**src/rtl/alu_share_arbiter_if.sv**
```systemverilog
// Request/grant and result bundle between two datapath clients and the shared ALU arbiter.
// The master side is the pair of requesters; the slave side is the arbiter.
interface alu_share_arbiter_if;
    logic       req0;
    logic [2:0] op0;
    logic [7:0] a0;
    logic [7:0] b0;
    logic       req1;
    logic [2:0] op1;
    logic [7:0] a1;
    logic [7:0] b1;
    logic       gnt0;
    logic       gnt1;
    logic       busy;
    logic       res_valid;
    logic       res_id;
    logic [7:0] result;
    logic       cout;
    logic       ovf;
    logic       zero;
    logic       err;

    modport master (
        output req0, op0, a0, b0, req1, op1, a1, b1,
        input  gnt0, gnt1, busy, res_valid, res_id, result, cout, ovf, zero, err
    );

    modport slave (
        input  req0, op0, a0, b0, req1, op1, a1, b1,
        output gnt0, gnt1, busy, res_valid, res_id, result, cout, ovf, zero, err
    );
endinterface

```
**src/rtl/alu_share_arbiter.sv**
```systemverilog
// Round-robin arbiter sharing one 8-bit ALU between two requesters; operands are held
// for LAT settle cycles before the result, flags and owner ID are registered.
module alu_share_arbiter #(
    parameter int unsigned LAT = 2
) (
    input  logic                clk,
    input  logic                res,
    alu_share_arbiter_if.slave  bus
);

    typedef enum logic [1:0] {
        IDLE = 2'd0,
        EXEC = 2'd1,
        DONE = 2'd2
    } state_t;

    localparam logic [3:0] CNT_INIT = 4'(LAT - 1);

    state_t     state_r;
    state_t     state_s;
    logic       grant_s;
    logic       grant_id_s;
    logic [2:0] op_sel_s;
    logic [7:0] a_sel_s;
    logic [7:0] b_sel_s;
    logic [11:0] alu_s;

    logic       ptr_r;
    logic       owner_r;
    logic [2:0] op_r;
    logic [7:0] a_r;
    logic [7:0] b_r;
    logic [3:0] cnt_r;
    logic       gnt0_r;
    logic       gnt1_r;
    logic       busy_r;
    logic       res_valid_r;
    logic       res_id_r;
    logic [7:0] result_r;
    logic       cout_r;
    logic       ovf_r;
    logic       zero_r;
    logic       err_r;

    // Packed as {err, zero, ovf, cout, result[7:0]}; SUB uses A + ~B + 1 so cout is the inverted carry (borrow).
    function automatic logic [11:0] alu_eval(input logic [2:0] op, input logic [7:0] a, input logic [7:0] b);
        logic [8:0] sum;
        logic [7:0] r;
        logic       c;
        logic       v;
        logic       e;
        sum = 9'd0;
        r   = 8'd0;
        c   = 1'b0;
        v   = 1'b0;
        e   = 1'b0;
        case (op)
            3'b000: begin
                sum = {1'b0, a} + {1'b0, b};
                r   = sum[7:0];
                c   = sum[8];
                v   = (a[7] == b[7]) && (r[7] != a[7]);
            end
            3'b001: begin
                sum = {1'b0, a} + {1'b0, ~b} + 9'd1;
                r   = sum[7:0];
                c   = ~sum[8];
                v   = (a[7] != b[7]) && (r[7] != a[7]);
            end
            3'b010:  r = a & b;
            3'b011:  r = a | b;
            3'b100:  r = a ^ b;
            3'b101:  r = ~a;
            default: e = 1'b1;
        endcase
        return {e, (r == 8'd0), v, c, r};
    endfunction

    // State register.
    always_ff @(posedge clk) begin
        if (res) begin
            state_r <= IDLE;
        end else begin
            state_r <= state_s;
        end
    end

    // Next-state and arbitration decision; ptr breaks ties when both requesters are pending.
    always_comb begin
        state_s    = state_r;
        grant_s    = 1'b0;
        grant_id_s = 1'b0;
        case (state_r)
            IDLE: begin
                if (bus.req0 && bus.req1) begin
                    grant_s    = 1'b1;
                    grant_id_s = ptr_r;
                    state_s    = EXEC;
                end else if (bus.req0) begin
                    grant_s    = 1'b1;
                    grant_id_s = 1'b0;
                    state_s    = EXEC;
                end else if (bus.req1) begin
                    grant_s    = 1'b1;
                    grant_id_s = 1'b1;
                    state_s    = EXEC;
                end else begin
                    state_s    = IDLE;
                end
            end
            EXEC: begin
                if (cnt_r == 4'd0) begin
                    state_s = DONE;
                end else begin
                    state_s = EXEC;
                end
            end
            DONE:    state_s = IDLE;
            default: state_s = IDLE;
        endcase
    end

    // Operand selection for the winner and evaluation of the held operands.
    always_comb begin
        op_sel_s = 3'd0;
        a_sel_s  = 8'd0;
        b_sel_s  = 8'd0;
        if (grant_id_s) begin
            op_sel_s = bus.op1;
            a_sel_s  = bus.a1;
            b_sel_s  = bus.b1;
        end else begin
            op_sel_s = bus.op0;
            a_sel_s  = bus.a0;
            b_sel_s  = bus.b0;
        end
        alu_s = alu_eval(op_r, a_r, b_r);
    end

    // Datapath: operand capture, settle counter, result/flag registers, grant and strobe pulses.
    always_ff @(posedge clk) begin
        if (res) begin
            ptr_r       <= 1'b0;
            owner_r     <= 1'b0;
            op_r        <= 3'd0;
            a_r         <= 8'd0;
            b_r         <= 8'd0;
            cnt_r       <= 4'd0;
            gnt0_r      <= 1'b0;
            gnt1_r      <= 1'b0;
            busy_r      <= 1'b0;
            res_valid_r <= 1'b0;
            res_id_r    <= 1'b0;
            result_r    <= 8'd0;
            cout_r      <= 1'b0;
            ovf_r       <= 1'b0;
            zero_r      <= 1'b0;
            err_r       <= 1'b0;
        end else begin
            gnt0_r      <= grant_s && !grant_id_s;
            gnt1_r      <= grant_s && grant_id_s;
            busy_r      <= (state_s != IDLE);
            res_valid_r <= 1'b0;
            case (state_r)
                IDLE: begin
                    if (grant_s) begin
                        op_r    <= op_sel_s;
                        a_r     <= a_sel_s;
                        b_r     <= b_sel_s;
                        owner_r <= grant_id_s;
                        cnt_r   <= CNT_INIT;
                    end else begin
                        cnt_r   <= cnt_r;
                    end
                end
                EXEC: begin
                    if (cnt_r != 4'd0) begin
                        cnt_r <= cnt_r - 4'd1;
                    end else begin
                        {err_r, zero_r, ovf_r, cout_r, result_r} <= alu_s;
                        res_id_r    <= owner_r;
                        res_valid_r <= 1'b1;
                    end
                end
                DONE: begin
                    // The requester that was not just served gets priority on the next tie.
                    ptr_r <= ~owner_r;
                end
                default: begin
                    cnt_r <= 4'd0;
                end
            endcase
        end
    end

    assign bus.gnt0      = gnt0_r;
    assign bus.gnt1      = gnt1_r;
    assign bus.busy      = busy_r;
    assign bus.res_valid = res_valid_r;
    assign bus.res_id    = res_id_r;
    assign bus.result    = result_r;
    assign bus.cout      = cout_r;
    assign bus.ovf       = ovf_r;
    assign bus.zero      = zero_r;
    assign bus.err       = err_r;

endmodule

```
**src/flat_wrapper.sv**
```systemverilog
// flat-port wrapper written by rule: the top's interface ports become plain ports
module alu_share_arbiter_flat 
#(
    parameter int unsigned LAT = 2
)
  (clk, res, bus_req0, bus_op0, bus_a0, bus_b0, bus_req1, bus_op1, bus_a1, bus_b1, bus_gnt0, bus_gnt1, bus_busy, bus_res_valid, bus_res_id, bus_result, bus_cout, bus_ovf, bus_zero, bus_err);
  alu_share_arbiter_if bus_i ();
  input  logic clk;
  input  logic res;
  input wire logic [$bits(bus_i.req0)-1:0] bus_req0;
  input wire logic [$bits(bus_i.op0)-1:0] bus_op0;
  input wire logic [$bits(bus_i.a0)-1:0] bus_a0;
  input wire logic [$bits(bus_i.b0)-1:0] bus_b0;
  input wire logic [$bits(bus_i.req1)-1:0] bus_req1;
  input wire logic [$bits(bus_i.op1)-1:0] bus_op1;
  input wire logic [$bits(bus_i.a1)-1:0] bus_a1;
  input wire logic [$bits(bus_i.b1)-1:0] bus_b1;
  output wire logic [$bits(bus_i.gnt0)-1:0] bus_gnt0;
  output wire logic [$bits(bus_i.gnt1)-1:0] bus_gnt1;
  output wire logic [$bits(bus_i.busy)-1:0] bus_busy;
  output wire logic [$bits(bus_i.res_valid)-1:0] bus_res_valid;
  output wire logic [$bits(bus_i.res_id)-1:0] bus_res_id;
  output wire logic [$bits(bus_i.result)-1:0] bus_result;
  output wire logic [$bits(bus_i.cout)-1:0] bus_cout;
  output wire logic [$bits(bus_i.ovf)-1:0] bus_ovf;
  output wire logic [$bits(bus_i.zero)-1:0] bus_zero;
  output wire logic [$bits(bus_i.err)-1:0] bus_err;
  assign bus_i.req0 = bus_req0;
  assign bus_i.op0 = bus_op0;
  assign bus_i.a0 = bus_a0;
  assign bus_i.b0 = bus_b0;
  assign bus_i.req1 = bus_req1;
  assign bus_i.op1 = bus_op1;
  assign bus_i.a1 = bus_a1;
  assign bus_i.b1 = bus_b1;
  assign bus_gnt0 = bus_i.gnt0;
  assign bus_gnt1 = bus_i.gnt1;
  assign bus_busy = bus_i.busy;
  assign bus_res_valid = bus_i.res_valid;
  assign bus_res_id = bus_i.res_id;
  assign bus_result = bus_i.result;
  assign bus_cout = bus_i.cout;
  assign bus_ovf = bus_i.ovf;
  assign bus_zero = bus_i.zero;
  assign bus_err = bus_i.err;
  alu_share_arbiter #(.LAT(LAT)) u_core (.clk(clk), .res(res), .bus(bus_i));
endmodule
```
**config.mk**
```make
export PLATFORM = sky130hd
export DESIGN_NAME = alu_share_arbiter_flat
export DESIGN_NICKNAME = d
export VERILOG_FILES = /design/src/rtl/alu_share_arbiter_if.sv /design/src/rtl/alu_share_arbiter.sv /design/src/flat_wrapper.sv
export SDC_FILE = /design/constraint.sdc
export NUM_CORES = 1
export LEC_CHECK = 0
export ABC_CLOCK_PERIOD_IN_PS = 2300
export CORE_MARGIN = 2
export CORE_UTILIZATION = 40
export CTS_CLUSTER_DIAMETER = 200
export CTS_CLUSTER_SIZE = 14
export DETAILED_ROUTE_END_ITERATION = 8
export DONT_BUFFER_PORTS = 1
export GPL_TIMING_DRIVEN = 0
export PLACE_DENSITY = 0.58
export SLEW_MARGIN = 5
export SYNTH_ARGS = -nofsm -noshare
export SYNTH_HDL_FRONTEND = slang
export SYNTH_SLANG_ARGS = --single-unit
```
**constraint.sdc**
```tcl
create_clock -name clk -period 2.3 [get_ports clk]
set_input_delay 0.23 -clock clk [delete_from_list [all_inputs] [get_ports clk]]
set_output_delay 0.23 -clock clk [all_outputs]
set_load 0.02 [all_outputs]
```
==> results.py <==
metrics = {
    "sta": {
        "layout_min_cycle_time_ns": 2.366,
        "setup_viol": 2,
        "final_hold_viol_count": 0,
        "finClkSkew_ns": 0.004968,
        "max_freq_mhz": 422.6,
        "relSlewSlack_pct": 39.29,
        "fin_ws_ns": -0.06605,
        "rsz0062_at_grt": "yes",
        "whs_ns": 0.04924,
        "tightest_slew_ns": 0.9036,
        "fin_crit_sh_pct": 102.9,
        "finalMaxSlewViolations": 0,
    },
    "floorplan": {
        "core_mm2": 0.007176,
        "initial_core_util_pct": 40.75,
        "num_rows": 31,
        "dieArea_mm2": 0.008010,
        "ios": 59,
        "fp.dieH_um": 89.50,
        "die_x_um": 89.50,
    },
    "final_layout": {
        "regArea_um2": 905.9,
        "nNetsFinal": 441,
        "multiInputGateArea_mm2": 0.001929,
        "final_cell_mix": "nand2_1 (38), nor2_1 (36), dfxtp_1 (32)",
        "antenna_cells": 0,
        "drive_gt1_share_pct": 18.06,
        "final_common_cell": "nand2_1",
        "syn_to_final_growth_pct": 14.33,
        "n_fill_cell": 736,
        "final_area_mm2": 0.003343,
        "utilization_pct": 46.59,
    },
    "logic_synthesis": {
        "synth_nets": 428,
        "synthArstFlopShare_pct": 0,
        "syn_inst": 357,
        "syn_area_mm2": 0.002924,
        "yosysWarnings": 0,
        "synth_edf_count": 0,
        "synth_cell_types": 64,
        "ys_top_cells_by_area": "dfxtp_1 (30%), ha_1 (12%), nand2_1 (4.9%)",
        "seq_area_frac_synth_pct": 30.12,
        "ys_ff_latch": 44,
        "avgSynthCellArea_um2": 8.191,
        "yosysTopAreaCellShare_pct": 30.12,
        "post-synth-top-area-cell": "dfxtp_1",
        "ys.flop_type": "dfxtp_1",
    },
    "drt": {
        "vias": 2604,
        "routed_via_density": 5.540,
        "avgRoutedWirePerCell_um": 16.32,
        "drt_wl_total_um": 7672,
        "dr.first_iter.drc_count": 134,
        "route.detailed.drc": 0,
        "drtPass1Iterations": 5,
        "antenna_left": 0,
    },
    "clock_network": {
        "cts_sinks": 44,
        "cts-root-buf": "clkbuf_8",
        "htreeDepth": 2,
        "clk_latency_ns": 0.30,
        "numCtsBuffers": 5,
        "clk_path_buf_depth": 2,
        "tritoncts": "done",
        "clk_pin_slew_ns": 0.09,
        "ctsHoldBuffers": 0,
    },
    "power_and_ir_drop": {
        "peakVddDrop_v": 0.0004174,
        "leakagePower_nw": 1.358,
        "power_w": 0.003169,
        "powerDensity_mw_per_mm2": 947.9,
    },
    "worst_hold_path": {
        "hold_class": "in2reg",
    },
    "global_route": {
        "grt_max_degree": 16,
        "grt_pass1_wl_um": 12150,
        "grt_usage_pct": 19.81,
        "antenna_found_initial": 0,
        "grt_overflow": 0,
        "grt_pass1_vias": 2402,
    },
    "run": {
        "cap_violations": 0,
    },
    "worst_setup_path": {
        "worstSetupStartpointType": "register",
        "cp.required_ns": 2.55,
        "slowest_stage": "dfxtp_2",
        "critPathMaxStageDelay_ns": 0.36,
        "crit_chain": "inv_2 -> ha_4 -> fa_2 -> o21ba_4 -> nor4_4 -> nor3b_2 -> a221o_1 -> a21oi_2 -> and4_1 -> a32o_1",
        "criticalPathCategory": "reg2reg",
        "path_max_fanout": 3,
        "worst-path-buf-inv": 1,
        "cp.arrival_ns": 2.62,
        "cpLargestDelayFamily": "compound AO/OA/AOI/OAI gates",
        "crit_path_end_kind": "register",
    },
    "place": {
        "place_ws_ns": -0.3048,
        "place_congestion": 0.9123,
        "portBuffers": 0,
        "dp_hpwl_um": 5892,
        "postPlaceCellArea_mm2": 0.003048,
    },
    "run_status": {
        "violations": "negative setup slack",
        "status": "finished with violations",
    },
}
-- metal layers --
metal	wire length [um]	GRT usage [%]
met1	3570	27.84
met5	0	0
met3	250	3.416
met4	108	4.885
met2	3742	31.58
-- path summary, 6_finish.rpt --
path	startpoint	to	slack, ns	cells after the start
min	bus_op0[1]	u_core.op_r[1]	0.05	2
max reg2reg	u_core.a_r[0]	u_core.bus.zero	-0.07	10
min reg2reg	u_core.b_r[3]	u_core.b_r[3]	0.46	2
max	u_core.a_r[0]	u_core.bus.zero	-0.07	10
-- state kept, by name, summed over array words and instances (netlist names), 2 cells and up --
| register | flops |
|---|---|
| u_core.a_r | 8 |
| u_core.b_r | 8 |
| u_core.bus.result | 8 |
| u_core.cnt_r | 4 |
| u_core.op_r | 3 |
| u_core.state_r | 2 |
-- metrics by stage --
stage / setup TNS [ns] / cells
global placement: -0.6378 / 456
CTS: -0.05442 / 469
global route: -0.3246 / 470
finish: -0.06738 / 470
detailed placement: -0.7503 / 456
floorplan: 0 / 357
-- final cells by class --
class	count	area share, %
plain buffers	22	3.518
clock buffers	5	2.058
clock inverters	3	1.422
inverters	28	3.144
multi-input cells	263	57.71
flip-flops and latches	44	27.10
well taps	99	3.705
repair buffers	6	1.347
-- report_power, final --
part           total [W]  internal (W)  switching, W
combinational    0.00145      0.000610      0.000839
sequential       0.00110      0.000907      0.000196
clock           0.000618      0.000327      0.000290
total            0.00317       0.00184       0.00133
-- kinds of logic after synthesis --
family | after synthesis | synth area share (%)
adder cells (fa/ha/maj) | 29 | 12.92
XOR/XNOR | 5 | 1.498
multiplexers | 4 | 1.369
AO/OA/AOI/OAI | 107 | 27.26
flip-flops | 44 | 30.12
buffers and inverters | 50 | 7.531
AND/OR/NAND/NOR | 118 | 19.30
-- what timing repair did --
action | 4_1_cts | 5_1_grt
pin swaps | 8 | 2
hold endpoints to repair | 0 | 0
resized for setup | 30 | 10
buffers inserted | 5 | 1
endpoints found under the setup margin | 6 | 6
-- cells in the mapped netlist, types with 3 or more instances --
library cell and instances:
a211oi_1 7, buf_2 8, o31ai_1 4, clkbuf_1 11
inv_1 27, a21o_1 3, o21ai_0 12, a21oi_1 22
a221o_1 4, dfxtp_1 44, nand2_1 38, and3_1 3
nor3_1 4, xnor2_1 3, mux2i_1 4, buf_6 3
o211ai_1 4, o221ai_1 5, nand3_1 4, and2_1 3
ha_1 27, nor2b_1 7, nand2b_1 6, nor2_1 36
a22oi_1 12, nor4_1 3, a222oi_1 8
No activity file was read; power rests on OpenSTA's default activity.
